==> config.mk <==
export PLATFORM = sky130hd
export DESIGN_NAME = ctrl_seq
export DESIGN_NICKNAME = d
export VERILOG_FILES = /design/src/rtl/ctrl_seq_pkg.sv /design/src/rtl/ctrl_seq.sv
export SDC_FILE = /design/constraint.sdc
export NUM_CORES = 1
export LEC_CHECK = 0
export BUFFER_PORTS_ARGS = -buffer_cell sky130_fd_sc_hd__buf_2
export CAP_MARGIN = 10
export CORE_UTILIZATION = 45
export CTS_CLUSTER_DIAMETER = 120
export CTS_CLUSTER_SIZE = 28
export DETAILED_ROUTE_END_ITERATION = 8
export PLACE_DENSITY_LB_ADDON = 0.15
export SYNTH_ARGS = -nofsm -noshare
export SYNTH_HDL_FRONTEND = slang
export SYNTH_SLANG_ARGS = --single-unit
==> constraint.sdc <==
create_clock -name clk -period 4 [get_ports clk]
set_input_delay 0.2 -clock clk [delete_from_list [all_inputs] [get_ports clk]]
set_output_delay 0.2 -clock clk [all_outputs]
set_load 0.005 [all_outputs]
==> src/rtl/ctrl_seq_pkg.sv <==
// ============================================================================
//  Module      : ctrl_seq_pkg
//  Description : Shared widths, state encoding and opcode helpers for ctrl_seq
//  Revision    : 1.0 - initial release
// ============================================================================
`default_nettype none

package ctrl_seq_pkg;

    localparam int OP_W  = 4;
    localparam int PH_W  = 3;
    localparam int CW_W  = 26;
    localparam int DEC_W = PH_W + OP_W;

    typedef enum logic [0:0] {
        IDLE = 1'b0,
        RUN  = 1'b1
    } state_e;

    // Index of the final phase; the opcode runs op_len(op)+1 phases.
    function automatic logic [PH_W-1:0] op_len(input logic [OP_W-1:0] op);
        return op[PH_W-1:0];
    endfunction

endpackage

`default_nettype wire

==> src/rtl/ctrl_seq.sv <==
// ============================================================================
//  Module      : ctrl_seq
//  Description : Phase sequencer feeding the control decoder and registering
//                its decoded control word behind a valid/ready handshake.
//  Revision    : 1.0 - initial release
// ============================================================================
`default_nettype none

module ctrl_seq #(
    parameter int OP_W = ctrl_seq_pkg::OP_W,
    parameter int PH_W = ctrl_seq_pkg::PH_W,
    parameter int CW_W = ctrl_seq_pkg::CW_W
) (
    input  logic                 clk,
    input  logic                 rst_n,
    input  logic                 cmd_valid,
    input  logic [OP_W-1:0]      cmd_op,
    output logic                 cmd_ready,
    input  logic                 abort,
    output logic [PH_W+OP_W-1:0] dec_in,
    input  logic [CW_W-1:0]      dec_out,
    output logic                 ctrl_valid,
    output logic [CW_W-1:0]      ctrl_word,
    output logic                 ctrl_last,
    input  logic                 ctrl_ready,
    output logic                 busy
);

    import ctrl_seq_pkg::*;

    state_e            state_q,      state_d;
    logic [OP_W-1:0]   op_q,         op_d;
    logic [PH_W-1:0]   phase_q,      phase_d;
    logic [PH_W-1:0]   len_q,        len_d;
    logic              ctrl_valid_q, ctrl_valid_d;
    logic [CW_W-1:0]   ctrl_word_q,  ctrl_word_d;
    logic              ctrl_last_q,  ctrl_last_d;

    logic w_run;
    logic w_slot_free;
    logic w_step;
    logic w_last;
    logic w_accept;

    assign w_run       = (state_q == RUN);
    assign w_slot_free = ~ctrl_valid_q | ctrl_ready;
    assign w_step      = w_run & w_slot_free & ~abort;
    assign w_last      = (phase_q == len_q);
    assign w_accept    = cmd_valid & cmd_ready;

    // ------------------------------------------------------------------
    // State register
    // ------------------------------------------------------------------
    always_ff @(posedge clk or negedge rst_n) begin
        if (!rst_n) begin
            state_q      <= IDLE;
            op_q         <= '0;
            phase_q      <= '0;
            len_q        <= '0;
            ctrl_valid_q <= 1'b0;
            ctrl_word_q  <= '0;
            ctrl_last_q  <= 1'b0;
        end else begin
            state_q      <= state_d;
            op_q         <= op_d;
            phase_q      <= phase_d;
            len_q        <= len_d;
            ctrl_valid_q <= ctrl_valid_d;
            ctrl_word_q  <= ctrl_word_d;
            ctrl_last_q  <= ctrl_last_d;
        end
    end

    // ------------------------------------------------------------------
    // Next-state logic
    // ------------------------------------------------------------------
    always_comb begin
        state_d      = state_q;
        op_d         = op_q;
        phase_d      = phase_q;
        len_d        = len_q;
        ctrl_valid_d = ctrl_valid_q;
        ctrl_word_d  = ctrl_word_q;
        ctrl_last_d  = ctrl_last_q;

        if (abort) begin
            // Flush wins over capture, accept and a same-cycle consumer pop.
            state_d      = IDLE;
            phase_d      = '0;
            ctrl_valid_d = 1'b0;
        end else begin
            if (w_step) begin
                ctrl_word_d  = dec_out;
                ctrl_last_d  = w_last;
                ctrl_valid_d = 1'b1;
                if (w_last) begin
                    state_d = IDLE;
                    phase_d = '0;
                end else begin
                    phase_d = phase_q + 1'b1;
                end
            end else if (ctrl_ready) begin
                ctrl_valid_d = 1'b0;
            end

            // Accept overrides the last-step return to IDLE so that
            // consecutive opcodes run without a bubble.
            if (w_accept) begin
                state_d = RUN;
                op_d    = cmd_op;
                len_d   = op_len(cmd_op);
                phase_d = '0;
            end
        end
    end

    // ------------------------------------------------------------------
    // Output logic
    // ------------------------------------------------------------------
    always_comb begin
        cmd_ready  = ~abort & (~w_run | (w_step & w_last));
        dec_in     = w_run ? {phase_q, op_q} : '0;
        busy       = w_run;
        ctrl_valid = ctrl_valid_q;
        ctrl_word  = ctrl_word_q;
        ctrl_last  = ctrl_last_q;
    end

endmodule

`default_nettype wire
**Yosys cells after proc, flatten, opt, wreduce, memory -nomap -nowiden**

Cells that the tools add are included.

- Div/mod/pow operators: 0
- Reduce and logical (&&, ||, !) cells: 6
- $add $sub $neg: 1
- Mux-type cells: 12
- $mul: 0
- Equality and inequality tests: 1
- Shift-type cells: 0
- Bitwise logic cells: 10
- Order comparisons: 0

Operators by type and width:

| kind | number |
|---|---|
| two-way mux 3 bit | 4 |
| nonzero test 3 bit | 3 |
| two-way mux 1 bit | 7 |
| two-way mux 7 bit | 1 |
| AND reduction 2 bit | 3 |
| bitwise AND 1 bit | 5 |
| adder 3 x 1 -> 3 bit (second input constant) | 1 |
| equality test 3 bit | 1 |
| inverter 1 bit | 3 |
| bitwise OR 1 bit | 2 |

- Flip-flop bits (word level): 39
- Latch bits: 0
- Memories kept: 0
- Bits of input ports: 35
- Bits in read-only memories: 0
- Word-level logic and storage cells: 37
- RAM bits: 0
- Output and inout port bits: 37

**Logic depth before layout (Yosys ltp)**

Gate-level depths: netlist (run 1).

- Depth in word-level cells: 10
- Gate-level depth with buffers: 5
- Depth with buffers taken out: 4

**Worst setup path after synthesis (run 1)**

No wires, ideal clock.

- Path kind: register to register
- Start point: reg ctrl_valid_q, in the netlist ctrl_valid
- End point: reg ctrl_word_q[10], in the netlist ctrl_word[10]
- Required time: 3.875 ns
- Path buffers: 2
- Clock period less this slack: 1.617 ns
- Arrival: 1.492 ns
- Stages on the path, launching flop included: 6
- Setup slack: 2.383 ns
- Setup time: 0.125 ns
- Cell sequence: dfrtp_1 > nor2b_1 > nor3b_1 > buf_2 > buf_2 > mux2_2

- Cells in the longest elaborated chain, start to end: 5

RTL lines:

| what | RTL line | source |
|---|---|---|
| start: declaration | ctrl_seq.sv:35 | `logic ctrl_valid_q, ctrl_valid_d;` |
| start signal: assignment | ctrl_seq.sv:68 | `ctrl_valid_q <= ctrl_valid_d;` |
| inverter 1 bit | ctrl_seq.sv:46 | `assign w_slot_free = ~ctrl_valid_q \| ctrl_ready;` |
| bitwise OR 1 bit | ctrl_seq.sv:46 |  |
| bitwise AND 1 bit (2 in a row) | ctrl_seq.sv:47 | `assign w_step = w_run & w_slot_free & ~abort;` |
| AND reduction 2 bit (no line) | -- |  |
| end signal: assignment | ctrl_seq.sv:69 | `ctrl_word_q <= ctrl_word_d;` |
| end: declaration | ctrl_seq.sv:36 | `logic [CW_W-1:0] ctrl_word_q, ctrl_word_d;` |

No other way between the ends.
A chain may end at the register's enable or synchronous reset.

**Final worst setup path (run 1)**

- Start point: reg phase_q[2]
- End point: out cmd_ready

- Cells in the longest elaborated chain, start to end: 4

RTL lines:

| what | RTL line | source |
|---|---|---|
| start: declaration | ctrl_seq.sv:33 | `logic [PH_W-1:0] phase_q, phase_d;` |
| start signal: assignment | ctrl_seq.sv:66 | `phase_q <= phase_d;` |
| equality test 3 bit | ctrl_seq.sv:48 | `assign w_last = (phase_q == len_q);` |
| bitwise AND 1 bit | ctrl_seq.sv:121 | `cmd_ready = ~abort & (~w_run \| (w_step & w_last));` |
| bitwise OR 1 bit | ctrl_seq.sv:121 |  |
| bitwise AND 1 bit | ctrl_seq.sv:121 |  |
| end: declaration | ctrl_seq.sv:18 | `output logic cmd_ready,` |

No other way between the ends.

==> impl_metrics.yaml, run 1 <==
status:
  status: "finished clean"
synth:
  ys.flop_type: "dfrtp_1"
  synthSimpleGateAreaFrac: 0.0942
  ys_seq_area_frac: 0.584
  yosysTopAreaCell: "dfrtp_1"
  syn_area_um2: 1540
  ys_types: 25
  synthMuxAreaShare: 0.229
  syn_nets: 146
  synthXorXnorAreaFrac: 0.0170
  synth_adder_area_share: 0.00812
  synthCells: 110
  synth_top_family_by_area: "multiplexers"
  synth_edf_count: 0
  async_reset_ff_frac: 1.00
  ys_ff_latch: 36
  synth_top_area_frac: 0.584
  syn_avg_cell_area_um2: 14.0
  synthTopCellsByArea: "dfrtp_1 (58%), mux2_2 (19%), mux2_4 (3.9%)"
  synth_compound_area_frac: 0.0503
  synth_warnings: 0
route:
  ant_nets: 0
  num_vias: 1133
  routed-wl-met2_mm: 1.43
  wl_met1_mm: 1.25
  wl_met3_um: 269
  dr.first_iter.drc_count: 15
  firstDrtPassIters: 4
  wire_per_inst_um: 13.0
  finalWirelength_mm: 3.00
  viasPerCell: 4.90
  top_layer_used: "met4"
  drc: 0
final_layout:
  nets: 222
  areaGrowthSynthToFinish_pct: 31.8
  final_cell_mix: "buf_2 (71), dfrtp_1 (36), mux2_2 (26)"
  drive_gt1_frac: 0.610
  diodes: 0
  layout_commonest_cell: "buf_2"
power:
  p_leak_nw: 1.01
  ir_worst_vdd_uv: 251
  total_power_w: 0.000963
  p_per_area_nw_per_um2: 474
critical_path:
  rr_startpoint: "busy$_DFFE_PN0P_"
  rr_endpoint: "ctrl_word[4]$_DFFE_PN0P_"
  crit_path_end_kind: "output port"
  crit_start: "phase_q[2]$_DFFE_PN0P_"
  r2r_cells: 3
  regToRegSetupSlack_ps: 2240
  crit_required_ps: 3800
  worst-path-max-fanout: 7
  crit_path_end: "cmd_ready"
  crit_type: "flip-flop to output port"
  critPathLaunchType: "flip-flop"
  critPathArrivalTime_ps: 1700
grt:
  overflow: 0
  grt_max_degree: 37
  grt_usage: 0.176
  grt_pass1_wl_mm: 4.57
  antenna_found_initial: 0
  grt_pass1_vias: 1034
sta:
  relSlewSlack: 0.479
  max_freq_mhz: 527
  setup_ws_ps: 2100
  finalSetupViolCount: 0
  timing.hold.ws_ps: 93.2
  worst_pin_slew_ps: 781
  hold_viol: 0
  finalSetupTns_ps: 0
  drv_slew: 0
  fin_crit_sh: 0.475
  fin_skew_ps: 2.75
  min_period_ps: 1900
  rsz0062_at_grt: "no"
clock_network:
  clk_pin_slew_ps: 100
  cts_sinks: 36
  postCtsSetupRepairBufs: 0
  cts_max_level: 2
  numCtsBuffers: 5
  tritoncts: "built"
  clk_latency_ps: 330
  clockRootBuffer: "clkbuf_4"
  cts_buffer_depth: 2
die:
  initial_core_util: 0.489
  die_height_um: 60.5
  pin_count: 72
  die_area_um2: 3660
  dieWidth_um: 60.5
  coreArea_um2: 3150
  num_rows: 20
min_path:
  hp-start: "dec_out[7]"
  hold_path_class: "input port to flip-flop"
placement:
  gp_congestion: 0.754
  port_buffers: 71
  place_ws_ps: 2260
  post-dp-hpwl_mm: 2.15
run:
  maxCapViolations: 0
==> kinds of logic (layout without fill, tap and decap cells) <==
logic type | count (synthesis) | after routing
xor+xnor | 3 | 3
mux | 30 | 30
simple gates | 23 | 23
compound gates | 11 | 11
flops | 36 | 36
buf+inv | 6 | 83
fa+ha+maj | 1 | 1
==> repair_timing <==
action                                 in CTS  in global routing
hold buffers                                1                  0
endpoints found under the hold margin      36                  0
gates resized for setup                     0                  0
==> flip-flops by register name, indices dropped and copies added, names as in the netlist <==
| register | flops |
|---|---|
| busy | 1 |
| ctrl_last | 1 |
| ctrl_valid | 1 |
| ctrl_word | 26 |
| op_q | 4 |
| phase_q | 3 |
==> critical path, stage by stage (launching register included) <==
cell,delay [ps]
dfrtp_1,430
xnor2_1,250
nand3_2,190
nand2b_2,230
a21oi_1,150
buf_2,130
==> how the worst min path moves through the flow <==
stage                               end  slack [ps]  cells past startpoint
5_1_grt        ctrl_word[7]$_DFFE_PN0P_          60                      2
4_1_cts        ctrl_word[7]$_DFFE_PN0P_          70                      2
3_3_place_gp        op_q[1]$_DFFE_PN0P_         320                      1
3_5_place_dp        op_q[1]$_DFFE_PN0P_         330                      1
2_1_floorplan          busy$_DFFE_PN0P_        -100                      0
6_report       ctrl_word[7]$_DFFE_PN0P_          90                      2
==> stage by stage <==
stage | std cells | util | area [um^2]
floorplan | 110 | - | 1540
global placement | 222 | 0.617 | 1950
detailed placement | 222 | 0.617 | 1950
global route | 231 | 0.644 | 2030
CTS | 231 | 0.644 | 2030
finish | 231 | 0.644 | 2030
==> metal layers <==
metal  GRT usage  vias to the layer above
met5           0                        -
met4      0.0682                        0
met3      0.0682                        6
met2       0.292                       52
met1       0.207                      537
li1            -                      538
==> layout make-up <==
| cell class | count | area, um^2 |
|---|---|---|
| multi-input cells | 68 | 619 |
| fillers | 259 | 1120 |
| clock inverters | 2 | 35.0 |
| inverters | 2 | 7.51 |
| well taps | 44 | 55.1 |
| flip-flops and latches | 36 | 901 |
| clock buffers | 6 | 41.3 |
| repair buffers | 73 | 373 |
==> Yosys cell counts (2+ instances only) <==
| cell | instances |
|---|---|
| nor2_1 | 2 |
| xnor2_1 | 3 |
| dfrtp_1 | 36 |
| buf_2 | 3 |
| mux2_2 | 26 |
| nand2b_1 | 4 |
| nand2_1 | 2 |
| and2_1 | 7 |
| a21oi_1 | 5 |
| inv_1 | 2 |
| mux2_4 | 4 |
| o21ai_0 | 3 |
==> where the power goes <==
part	internal, W	leakage [nW]	switching [W]
registers	0.000440	0.434	0.0000434
logic	0.000143	0.529	0.0000924
clock network	0.000131	0.0422	0.000114
total	0.000713	1.01	0.000249
(Power assumes the default switching activity.)
==> inputs of run 2 (changes only) <==
--- a/config.mk
+++ b/config.mk
@@ -5,6 +5,7 @@
 export SDC_FILE = /design/constraint.sdc
 export NUM_CORES = 1
 export LEC_CHECK = 0
+export ABC_AREA = 1
 export BUFFER_PORTS_ARGS = -buffer_cell sky130_fd_sc_hd__buf_2
 export CAP_MARGIN = 10
 export CORE_UTILIZATION = 45
==> constraint.sdc (replaced) <==
create_clock -name clk -period 1.84 [get_ports clk]
set_input_delay 0.092 -clock clk [delete_from_list [all_inputs] [get_ports clk]]
set_output_delay 0.092 -clock clk [all_outputs]
set_load 0.005 [all_outputs]
==> run 2 against run 1 <==
  * Wire length rose by 23%
  * Setup slack got worse by 1900 ps
  * Critical path depth rose by 1
  * Synthesized cell count rose by 74%
  * Register-to-register slack got worse by 2000 ps
  * Sequential power rose to 2.7 times the previous value
  * Worst hold slack got worse by 70 ps
  * Power rose to 3.2 times the previous value
  * Critical path type unchanged
==> impl_metrics.yaml, run 2 <==
synth:
  syn_area_um2: 1570
  synth_warnings: 0
  synthTopCellsByCount: "nand2_1 (108), dfrtp_1 (36), inv_1 (16)"
  yosysTopAreaCell: "dfrtp_1"
  ys_types: 21
  syn_nets: 227
  synthTopCellsByArea: "dfrtp_1 (57%), nand2_1 (26%), inv_1 (3.8%)"
  ys.flop_type: "dfrtp_1"
  yosysMostFrequentCell: "nand2_1"
  async_reset_ff_frac: 1.00
  ys_ff_latch: 36
  syn_avg_cell_area_um2: 8.21
  synthCells: 191
  ys_seq_area_frac: 0.574
  synth_top_area_frac: 0.574
  synth_edf_count: 0
clock_network:
  cts_buffer_depth: 2
  tritoncts: "built"
  cts_max_level: 2
  numCtsBuffers: 5
  clockRootBuffer: "clkbuf_4"
  cts_sinks: 36
  clk_latency_ps: 350
  clk_pin_slew_ps: 110
critical_path:
  crit_path_end_kind: "output port"
  critPathArrivalTime_ps: 1560
  crit_required_ps: 1750
  crit_start: "ctrl_valid$_DFFE_PN0P_"
  rr_startpoint: "ctrl_valid$_DFFE_PN0P_"
  crit_type: "flip-flop to output port"
  critPathLaunchType: "flip-flop"
  worst-path-max-fanout: 9
  regToRegSetupSlack_ps: 250
  rr_endpoint: "phase_q[1]$_DFFE_PN0P_"
  r2r_cells: 8
final_layout:
  final_cells: 343
  drive_gt1_frac: 0.310
  areaGrowthSynthToFinish_pct: 54.1
  layout_commonest_cell: "nand2_1"
  nets: 332
  final.fill_count: 264
  final_cell_mix: "nand2_1 (108), buf_2 (71), dfrtp_1 (36)"
  fin_area_um2: 2420
  largest_reg_flops: 26
  diodes: 0
route:
  wire_per_inst_um: 10.7
  num_vias: 1538
  firstDrtPassIters: 4
  ant_nets: 0
  viasPerCell: 4.48
  finalWirelength_mm: 3.68
  dr.first_iter.drc_count: 60
  drc: 0
min_path:
  hp-start: "cmd_valid"
  hold_path_class: "input port to flip-flop"
  min_to: "op_q[2]$_DFFE_PN0P_"
  hold_depth: 3
power:
  p_leak_nw: 1.44
  p_per_area_nw_per_um2: 1280
  ir_worst_vdd_uv: 1120
sta:
  fin_crit_sh: 0.895
  setup_ws_ps: 193
  drv_slew: 0
  rsz0062_at_grt: "no"
  hold_viol: 0
  finalSetupTns_ps: 0
  worst_pin_slew_ps: 779
  finalSetupViolCount: 0
  fin_skew_ps: 9.18
  relSlewSlack: 0.481
  max_freq_mhz: 607
  min_period_ps: 1650
grt:
  grt_pass1_wl_mm: 5.51
  antenna_found_initial: 0
  grt_max_degree: 37
  grt_pass1_vias: 1328
  overflow: 0
  grt_usage: 0.207
die:
  die_area_um2: 3730
  dieWidth_um: 61.1
  num_rows: 21
  initial_core_util: 0.470
  pin_count: 72
  die_height_um: 61.1
  coreArea_um2: 3340
run:
  maxCapViolations: 0
placement:
  place_area_um2: 1970
  post-dp-hpwl_mm: 2.27
  placed_cells: 304
  gp_congestion: 0.806
  port_buffers: 71
  place_ws_ps: 103
status:
  status: "finished clean"
[run 2: cell types whose count changed after synthesis, sizes merged, moves of 4 or more]
| cell | previous run | this run |
|---|---|---|
| nand2 | 2 | 109 |
| mux2 | 30 | 0 |
| inv | 2 | 17 |
| and2 | 8 | 0 |
| nand2b | 5 | 0 |
| nand3 | 2 | 6 |
| nor2 | 2 | 6 |
[run 2: what timing repair did]
action,in CTS,in global routing
buffers inserted,0,0
resized for setup,0,2
endpoints found under the setup margin,0,5
hold endpoints to repair,66,0
hold buffers,31,0
[run 2: routing by layer]
layer / track usage / share of wire / vias to the layer above
met4: 0.0844 / 0.020 / 0
met3: 0.0693 / 0.055 / 9
li1: - / - / 788
met1: 0.226 / 0.44 / 691
met2: 0.368 / 0.49 / 50
met5: 0 / 0 / -
[run 2: power by group]
group	switching [W]	total, W	leakage [nW]	internal, W
registers	0.000167	0.00128	0.450	0.00112
logic	0.000521	0.000993	0.922	0.000471
clock network	0.000268	0.000827	0.0654	0.000560
[run 2: critical path: stages, from the launching register on]
cell and delay [ps]:
dfrtp_1 390, nand2_1 120, nand2_2 110, nor2_8 160
nand3_2 120, a21oi_2 180, buf_2 140
[run 2: logic make-up (layout without fill, tap and decap cells)]
logic type / after synthesis / count (layout) / share of synthesized area
flops: 36 / 36 / 0.574
compound gates: 8 / 8 / 0.0367
xor+xnor: 2 / 2 / 0.0112
simple gates: 121 / 121 / 0.313
buf+inv: 23 / 129 / 0.0574
fa+ha+maj: 1 / 1 / 0.00797
[run 2: how the worst max path moves through the flow]
stage	end	slack, ps	depth (start not counted)
after floorplan	op_q[0]$_DFFE_PN0P_	470	9
after global placement	phase_q[1]$_DFFE_PN0P_	190	9
after detailed placement	phase_q[1]$_DFFE_PN0P_	100	8
after CTS	phase_q[1]$_DFFE_PN0P_	90	8
after global routing	cmd_ready	50	6
final	cmd_ready	190	6
[run 2: final cells by class]
class / count / area (um^2) / share of cell area
clock buffer: 5 / 37.5 / 0.0155
multi-input combinational: 132 / 587 / 0.243
clock inverter: 3 / 90.1 / 0.0373
timing repair buffer: 104 / 681 / 0.282
sequential: 36 / 901 / 0.373
inverter: 17 / 63.8 / 0.0264
tap: 46 / 57.6 / 0.0238
[run 2: stage by stage]
step	hold WS (ps)	util	power, W
detailed placement	226	0.591	0.00224
CTS	5.32	0.722	0.00312
finish	23.3	0.724	0.00310
global placement	220	0.591	0.00222
floorplan	-204	-	0.00177
global route	23.4	0.724	0.00336
